--- src/rtl/mem_line_initiator_if.sv ---
// rtl/mem_line_initiator_if.sv - strobe/rw/ready memory bus between initiator and physical memory
interface mem_line_initiator_if;
  logic [31:0] mem_a;
  logic [31:0] mem_din;
  logic [31:0] mem_dout;
  logic        mem_strobe;
  logic        mem_rw;
  logic        mem_ready;

  modport master (
    output mem_a, mem_din, mem_strobe, mem_rw,
    input  mem_dout, mem_ready
  );

  modport slave (
    input  mem_a, mem_din, mem_strobe, mem_rw,
    output mem_dout, mem_ready
  );
endinterface

--- src/rtl/mem_line_initiator.sv ---
// rtl/mem_line_initiator.sv - line-fill / write-through initiator with per-word ready watchdog
module mem_line_initiator #(
  parameter int LINE_WORDS = 4,
  parameter int TIMEOUT    = 16
) (
  input  logic                          clk,
  input  logic                          clr,
  input  logic                          req_valid,
  output logic                          req_ready,
  input  logic                          req_write,
  input  logic [31:0]                   req_addr,
  input  logic [31:0]                   req_wdata,
  output logic                          fill_valid,
  output logic [31:0]                   fill_data,
  output logic [$clog2(LINE_WORDS)-1:0] fill_idx,
  output logic                          done,
  output logic                          err,
  mem_line_initiator_if.master          mem
);

  localparam int              IDXW      = $clog2(LINE_WORDS);
  localparam int              WCW       = $clog2(TIMEOUT);
  localparam logic [31:0]     LINE_MASK = ~(32'(LINE_WORDS * 4) - 32'd1);
  localparam logic [IDXW-1:0] LAST_WORD = IDXW'(LINE_WORDS - 1);
  localparam logic [WCW-1:0]  WAIT_LAST = WCW'(TIMEOUT - 1);

  typedef enum logic [1:0] {IDLE, ACCESS, GAP} state_t;

  state_t          state;
  logic [IDXW-1:0] word_cnt;
  logic [WCW-1:0]  wait_cnt;

  always_ff @(posedge clk) begin
    if (clr) begin
      state          <= IDLE;
      req_ready      <= 1'b1;
      word_cnt       <= '0;
      wait_cnt       <= '0;
      fill_valid     <= 1'b0;
      fill_data      <= '0;
      fill_idx       <= '0;
      done           <= 1'b0;
      err            <= 1'b0;
      mem.mem_a      <= '0;
      mem.mem_din    <= '0;
      mem.mem_strobe <= 1'b0;
      mem.mem_rw     <= 1'b0;
    end else begin
      fill_valid <= 1'b0;
      done       <= 1'b0;
      err        <= 1'b0;
      case (state)
        IDLE: begin
          if (req_valid) begin
            state          <= ACCESS;
            req_ready      <= 1'b0;
            word_cnt       <= '0;
            wait_cnt       <= '0;
            mem.mem_strobe <= 1'b1;
            mem.mem_rw     <= req_write;
            if (req_write) begin
              mem.mem_a   <= req_addr & 32'hFFFF_FFFC;
              mem.mem_din <= req_wdata;
            end else begin
              mem.mem_a <= req_addr & LINE_MASK;
            end
          end
        end
        ACCESS: begin
          // ready beats the watchdog when both land on the same edge
          if (mem.mem_ready) begin
            fill_data      <= mem.mem_dout;
            wait_cnt       <= '0;
            mem.mem_strobe <= 1'b0;
            if (!mem.mem_rw) begin
              fill_valid <= 1'b1;
              fill_idx   <= word_cnt;
            end
            if (mem.mem_rw || word_cnt == LAST_WORD) begin
              done      <= 1'b1;
              state     <= IDLE;
              req_ready <= 1'b1;
            end else begin
              state <= GAP;
            end
          end else if (wait_cnt == WAIT_LAST) begin
            mem.mem_strobe <= 1'b0;
            wait_cnt       <= '0;
            done           <= 1'b1;
            err            <= 1'b1;
            state          <= IDLE;
            req_ready      <= 1'b1;
          end else begin
            wait_cnt <= wait_cnt + 1'b1;
          end
        end
        GAP: begin
          // one strobe-low cycle lets the responder clear its delay counter
          word_cnt       <= word_cnt + 1'b1;
          mem.mem_a      <= mem.mem_a + 32'd4;
          mem.mem_strobe <= 1'b1;
          state          <= ACCESS;
        end
        default: begin
          state          <= IDLE;
          req_ready      <= 1'b1;
          mem.mem_strobe <= 1'b0;
        end
      endcase
    end
  end

endmodule

--- src/flat_wrapper.sv ---
// flat-port wrapper written by rule: the top's interface ports become plain ports
module mem_line_initiator_flat 
#(
  parameter int LINE_WORDS = 4,
  parameter int TIMEOUT    = 16
)
  (clk, clr, req_valid, req_ready, req_write, req_addr, req_wdata, fill_valid, fill_data, fill_idx, done, err, mem_mem_a, mem_mem_din, mem_mem_strobe, mem_mem_rw, mem_mem_dout, mem_mem_ready);
  mem_line_initiator_if mem_i ();
  input  logic clk;
  input  logic clr;
  input  logic req_valid;
  output logic req_ready;
  input  logic req_write;
  input  logic [31:0] req_addr;
  input  logic [31:0] req_wdata;
  output logic fill_valid;
  output logic [31:0] fill_data;
  output logic [$clog2(LINE_WORDS)-1:0] fill_idx;
  output logic done;
  output logic err;
  output wire logic [$bits(mem_i.mem_a)-1:0] mem_mem_a;
  output wire logic [$bits(mem_i.mem_din)-1:0] mem_mem_din;
  output wire logic [$bits(mem_i.mem_strobe)-1:0] mem_mem_strobe;
  output wire logic [$bits(mem_i.mem_rw)-1:0] mem_mem_rw;
  input wire logic [$bits(mem_i.mem_dout)-1:0] mem_mem_dout;
  input wire logic [$bits(mem_i.mem_ready)-1:0] mem_mem_ready;
  assign mem_mem_a = mem_i.mem_a;
  assign mem_mem_din = mem_i.mem_din;
  assign mem_mem_strobe = mem_i.mem_strobe;
  assign mem_mem_rw = mem_i.mem_rw;
  assign mem_i.mem_dout = mem_mem_dout;
  assign mem_i.mem_ready = mem_mem_ready;
  mem_line_initiator #(.LINE_WORDS(LINE_WORDS), .TIMEOUT(TIMEOUT)) u_core (.clk(clk), .clr(clr), .req_valid(req_valid), .req_ready(req_ready), .req_write(req_write), .req_addr(req_addr), .req_wdata(req_wdata), .fill_valid(fill_valid), .fill_data(fill_data), .fill_idx(fill_idx), .done(done), .err(err), .mem(mem_i));
endmodule
--- config.mk ---
export PLATFORM = sky130hd
export DESIGN_NAME = mem_line_initiator_flat
export DESIGN_NICKNAME = d
export VERILOG_FILES = /design/src/rtl/mem_line_initiator_if.sv /design/src/rtl/mem_line_initiator.sv /design/src/flat_wrapper.sv
export SDC_FILE = /design/constraint.sdc
export NUM_CORES = 1
export LEC_CHECK = 0
export CAP_MARGIN = 25
export CORE_MARGIN = 4
export CORE_UTILIZATION = 55
export DETAILED_ROUTE_END_ITERATION = 10
export DONT_BUFFER_PORTS = 1
export PLACE_DENSITY_LB_ADDON = 0.1
export SLEW_MARGIN = 20
export SYNTH_ARGS = -nofsm -noshare
export SYNTH_HDL_FRONTEND = slang
export SYNTH_SLANG_ARGS = --single-unit
--- constraint.sdc ---
create_clock -name clk -period 1.9 [get_ports clk]
set_input_delay 0.285 -clock clk [delete_from_list [all_inputs] [get_ports clk]]
set_output_delay 0.285 -clock clk [all_outputs]
set_load 0.05 [all_outputs]
After elaboration in Yosys (flattened, before gate mapping)
Index checks and enable logic that the tools add are counted.
{"block": "classes", "n_reduce_logical": 15, "bitwise_logic": 4, "n_addsub": 3, "mux": 27, "eq_ne": 7}
{"cell": "$pmux W32 S2", "count": 1}
{"cell": "$add A32 B3 Y32 const B", "count": 1}
{"cell": "$mux W32", "count": 1}
{"cell": "$mux W4", "count": 4}
{"cell": "$mux W1", "count": 11}
{"cell": "$mux W2", "count": 5}
{"cell": "$reduce_and A2 Y1", "count": 5}
{"cell": "$pmux W4 S2", "count": 1}
{"cell": "$ne A3 B2 Y1 const B", "count": 2}
{"cell": "$pmux W1 S3", "count": 2}
{"cell": "$pmux W2 S3", "count": 1}
{"cell": "$reduce_and A3 Y1", "count": 2}
{"cell": "$reduce_or A3 Y1", "count": 2}
{"cell": "$add A4 B1 Y4 const B", "count": 1}
{"cell": "$eq A2 B2 Y1 const B", "count": 2}
{"cell": "$eq A4 B4 Y1 const B", "count": 1}
{"cell": "$not A1 Y1", "count": 4}
{"cell": "$pmux W2 S2", "count": 1}
{"cell": "$reduce_and A4 Y1", "count": 1}
{"cell": "$reduce_bool A2 Y1", "count": 2}
{"cell": "$add A2 B1 Y2 const B", "count": 1}
{"cell": "$eq A2 B1 Y1 const B", "count": 1}
{"cell": "$logic_not A2 Y1", "count": 1}
{"cell": "$ne A2 B2 Y1 const B", "count": 1}
{"cell": "2 further kinds", "count": 2}
{"block": "word_totals", "reg_bits": 112, "output_inout_bits": 104, "inputBits": 101, "elab_cells": 69}

Logic depth before layout (Yosys ltp)
Gate-level depths: netlist of the first run.
{"block": "logic_depth", "ltp_word": 5, "ltp_mapped": 8, "mapped_depth_nobuf": 6}

Least setup slack after synthesis of the first run
Ideal clock, no wire load.
{"block": "synth_path", "path_type": "register to register", "startpoint": "register u_core.mem.mem_a[8]", "endpoint": "register u_core.mem.mem_a[22]", "slack_ns": -0.187, "stages_incl_launch_ff": 6, "synth_period_minus_slack_ns": 2.087, "setup_time_ns": 0.079, "arrival_ns": 2.008, "required_time_ns": 1.821, "path_buffers": 0, "path_cell_list": "dfxtp_1 nand4_2 nor4_4 nand4_1 xor2_1 a211oi_2"}
{"block": "synth_between", "elab_chain_cells": 2}
{"element": "from (decl)", "line": "mem_line_initiator_if.sv:11", "text": "output mem_a, mem_din, mem_strobe, mem_rw,"}
{"element": "from (signal assigned)", "line": "mem_line_initiator.sv:62", "text": "mem.mem_a <= req_addr & 32'hFFFF_FFFC;"}
{"element": "from (signal assigned)", "line": "mem_line_initiator.sv:65", "text": "mem.mem_a <= req_addr & LINE_MASK;"}
{"element": "from (signal assigned)", "line": "mem_line_initiator.sv:100", "text": "mem.mem_a <= mem.mem_a + 32'd4;"}
{"element": "$add A32 B3 Y32", "line": "mem_line_initiator.sv:100"}
{"element": "$pmux W32 S2", "line": "mem_line_initiator.sv:52", "text": "case (state)"}
No other way between the ends.
A chain may end at the register's enable or synchronous reset.

Final worst setup path of the first run
{"block": "layout_path", "startpoint": "register u_core.wait_cnt[0]", "endpoint": "register u_core.done"}
{"block": "layout_between", "elab_chain_cells": 3}
{"element": "from (decl)", "line": "mem_line_initiator.sv:31", "text": "logic [WCW-1:0] wait_cnt;"}
{"element": "from (signal assigned)", "line": "mem_line_initiator.sv:94", "text": "wait_cnt <= wait_cnt + 1'b1;"}
{"element": "$eq A4 B4 Y1", "line": "mem_line_initiator.sv:86", "text": "end else if (wait_cnt == WAIT_LAST) begin"}
{"element": "$mux W1", "line": "mem_line_initiator.sv:86"}
{"element": "$mux W1", "line": "mem_line_initiator.sv:71", "text": "if (mem.mem_ready) begin"}
{"element": "to (signal assigned)", "line": "mem_line_initiator.sv:50", "text": "done <= 1'b0;"}
{"element": "to (signal assigned)", "line": "mem_line_initiator.sv:80", "text": "done <= 1'b1;"}
{"element": "to (signal assigned)", "line": "mem_line_initiator.sv:89", "text": "done <= 1'b1;"}
{"element": "to (decl)", "line": "mem_line_initiator.sv:16", "text": "output logic done,"}
No other way between the ends.

==> results.md, run 1 <==
* H-tree lvl count at 3
* Die width at between 100 and 150 um
* CP top delay family: buffers and inverters
* Status: finished, violations left
* Setup crit start kind: flip-flop
* Post-synth top area cell: dfxtp_1
* Number of synthesized flops with an enable pin at 0
* Setup crit start: u_core.wait_cnt[0]$_SDFFE_PP0P_
* CP max stage delay at 0.59 ns
* Synth Instances at 590
* Routed WL per cell at between 15 and 20 um
* Critical-path top delay cell: dlygate4sd3_1
* Vias in the first global route at 4,012
* Arrival time at the worst endpoint at 2.09 ns
* Longest Clk Path Bufs at 2
* Total GRT Usage at a little under a quarter
* Sequential Area at between 2000 and 2500 um^2
* Critical R2R Launch: u_core.wait_cnt[0]$_SDFFE_PP0P_
* Flops & latches, synth at 110
* Library cells used by synthesis at 56
* Synth Area per Inst at roughly 8.0 um^2
* Leak at 1.95 nW
* Crit. End Element: flip-flop
* Maxcap violations at 0
* Area Overhead vs Synth at 13.0%
* Slew Limit Fails at 0
* Fin. Hold Viols at 40
* Top-count cell post-synth: nand2_1
* Top cells by count, synth: 173 x nand2_1, 110 x dfxtp_1, 101 x a21oi_1
* Gr ovfl total at 0
* Worst Skew at 0.0157 ns
* WS Path Type: flip-flop to flip-flop
* Final net count at between 700 and 800
* Worst VDD drop at 0.469 mV
* Max Freq at 564 MHz
* Register-to-register setup slack at approximately 0.13 ns
* Crit Path Max Fanout at 4
* Syn Std Cell Area at 4710 um^2
* Fin cells at roughly 730
* Antenna cells at 0
* RR Endpoint: u_core.done$_SDFF_PP0_
* Top cells by area, synth: dfxtp_1 47%, nand2_1 14%, a21oi_1 11%
* WHS at -0.0274 ns
* Root Buffer Master: clkbuf_8
* Initial DRC count at 227
* Proportion of layout cells with a drive suffix above 1 at between 10% and 20%
* Setup TNS at 0 ns
* Vias/cell at between 5 and 6
* Final setup vio count at 0
* Clock slew at reported path FFs at 0.11 ns
* Inserted Clock Buffers at 9
* Seq/Total Area, Yosys at 46.8%
* Sink Count at 110
* PD cells at 887 nW/um^2
* Core Util, Final at 64.4%
* Total I/O pin count at 205
* First-pass GRT wire length at 19.5 mm
* Crit path buffers/inverters at 1
* Core Footprint at 8260 um^2
* Hold WC Path Type: input pin to flip-flop
* Initial antenna violation count at 0
* Total power at 4.72 mW
* Final wirelength at 12.3 mm
* Main synth FF type: dfxtp_1
* Starting density of the core at 57.0%
* Worst EP required at 2.22 ns
* DRC viols at 0
* Final worst path period share at slightly above 90%
* Worst rel slew slack at 61.4%
* Placed cells at roughly 700
* DR vias at 4,168
* Row count at 33
* R2r worst-path depth at 4
* Worst slew pin tran at 0.579 ns
* Synth top area share at around 47%
* Unrepaired setup endpoints after global routing: false
* Synth warn at 0
* DIE AREA at 10,100 um^2
* Fill count at 734
* Vert. Die Dim at 101 um
* Multi-input gate area at 2330 um^2
* Hold-fix buffers at CTS at 2
* IO buf count at 0
* Cell depth of the worst setup path at 4
* Final HPWL DP at roughly 8.8 mm
* Crit-path cells: ha_1 > nand3_1 > a2111oi_0 > dlygate4sd3_1
* CP endpoint: u_core.done$_SDFF_PP0_
* GPL Wtd Cong at slightly above 0.9
* Largest net degree at the start of global routing at 111
* Async set-or-reset flop fraction in the synthesized netlist at 0%
* Initial DRT Pass Iterations at 5
* Minimum clock period after layout at roughly 1.8 ns
* Failing checks: hold timing
* Clock latency on the worst-skew pair at 0.37 ns
* CTS tree: done
* Routed Antenna Nets at 0
==> flip-flops by register name, summed over array words and instances, names as in the netlist, 2 cells and up <==
signal              cells
u_core.fill_data       32
u_core.mem.mem_din     32
u_core.mem.mem_a       30
u_core.wait_cnt         4
u_core.fill_idx         2
u_core.state            2
u_core.word_cnt         2
==> cell type report <==
cell class / count / area share [%]
timing repair buffer: 56 / 8.24
multi-input combinational: 439 / 43.8
tap: 105 / 2.47
clock buffer: 9 / 2.33
inverter: 3 / 0.212
sequential: 110 / 41.8
clock inverter: 6 / 1.11
==> cells by family (layout without fill, tap and decap cells) <==
group | count (synthesis) | count (layout) | synth area share, %
other | 1 | 2 | 0.0797
muxes | 3 | 3 | 0.638
adders and majority gates | 3 | 3 | 0.798
AOI/OAI and AO/OA | 144 | 144 | 17.7
xor gates and xnor gates | 8 | 8 | 1.49
buffers and inverters | 42 | 74 | 4.31
DFF | 110 | 110 | 46.8
and+or+nand+nor | 279 | 279 | 28.2
==> what timing repair did <==
item,4_1_cts,5_1_grt
resized for setup,0,3
endpoints found under the hold margin,100,97
setup buffers,0,2
setup endpoints to repair,0,5
==> placed cells by master, fill, tap and decap left out, types with 4 or more instances in the layout <==
| master | netlist | layout |
|---|---|---|
| xor2_1 | 7 | 7 |
| a2bb2oi_1 | 4 | 4 |
| o211ai_1 | 5 | 5 |
| a21oi_1 | 101 | 101 |
| a31oi_1 | 8 | 8 |
| nor3_1 | 10 | 10 |
| nand2b_1 | 6 | 6 |
| nand4_1 | 11 | 11 |
| nand3_1 | 23 | 23 |
| a31o_2 | 5 | 5 |
| buf_4 | 2 | 53 |
| clkbuf_8 | 2 | 9 |
| dfxtp_2 | 0 | 16 |
| o21ai_0 | 5 | 5 |
| nand2_1 | 173 | 173 |
| and3_1 | 4 | 4 |
| nor2_1 | 20 | 19 |
| dfxtp_1 | 110 | 94 |
==> stage by stage <==
stage                     instance area (um^2)  worst slack (ns)  hold WS [ns]
after global routing                      5320           0.00514       -0.0539
after global placement                    5080             0.144         0.358
after detailed placement                  5080             0.109         0.358
after floorplan                           4730           0.00363         0.421
after CTS                                 5280            0.0680       -0.0456
final                                     5320             0.127       -0.0274
==> per-layer routing <==
| metal | global-route usage, % | wire length [um] | up-vias |
|---|---|---|---|
| li1 | - | - | 2089 |
| met1 | 29.5 | 4960 | 1900 |
| met2 | 39.2 | 5880 | 156 |
| met3 | 6.92 | 1170 | 23 |
| met4 | 8.91 | 248 | 0 |
| met5 | 0 | 0 | - |
==> worst min path at each step <==
stage,startpoint,to,slack (ns),cells past startpoint
floorplan,req_wdata[5],u_core.mem.mem_din[5]$_SDFFE_PP0P_,0.42,2
global placement,clr,u_core.mem.mem_a[22]$_SDFFE_PP0P_,0.36,1
detailed placement,clr,u_core.mem.mem_a[22]$_SDFFE_PP0P_,0.36,1
CTS,clr,u_core.mem.mem_a[24]$_SDFFE_PP0P_,-0.05,1
global route,clr,u_core.mem.mem_din[23]$_SDFFE_PP0P_,-0.05,1
finish,clr,u_core.mem.mem_din[12]$_SDFFE_PP0P_,-0.03,1
==> power breakdown <==
part	switching [mW]	leakage (nW)	internal [mW]	total, mW
logic	0.432	0.965	0.214	0.646
clock network	0.829	0.0826	0.495	1.32
registers	0.322	0.904	2.42	2.75
total	1.58	1.95	3.13	4.72
(Power assumes the default switching activity.)
==> run 2, diff against run 1 <==
--- a/config.mk
+++ b/config.mk
@@ -8,6 +8,7 @@
 export CAP_MARGIN = 25
 export CORE_MARGIN = 4
 export CORE_UTILIZATION = 55
+export CTS_BUF_LIST = sky130_fd_sc_hd__clkbuf_4 sky130_fd_sc_hd__clkbuf_8
 export DETAILED_ROUTE_END_ITERATION = 10
 export DONT_BUFFER_PORTS = 1
 export PLACE_DENSITY_LB_ADDON = 0.1
==> results of run 2 <==
Final layout, timing and power as in run 1 (identical DEF).
==> run 3, diff against run 2 <==
--- a/config.mk
+++ b/config.mk
@@ -9,6 +9,7 @@
 export CORE_MARGIN = 4
 export CORE_UTILIZATION = 55
 export CTS_BUF_LIST = sky130_fd_sc_hd__clkbuf_4 sky130_fd_sc_hd__clkbuf_8
+export CTS_CLUSTER_DIAMETER = 120
 export DETAILED_ROUTE_END_ITERATION = 10
 export DONT_BUFFER_PORTS = 1
 export PLACE_DENSITY_LB_ADDON = 0.1
==> results of run 3 <==
Final layout, timing and power as in run 1 (identical DEF).
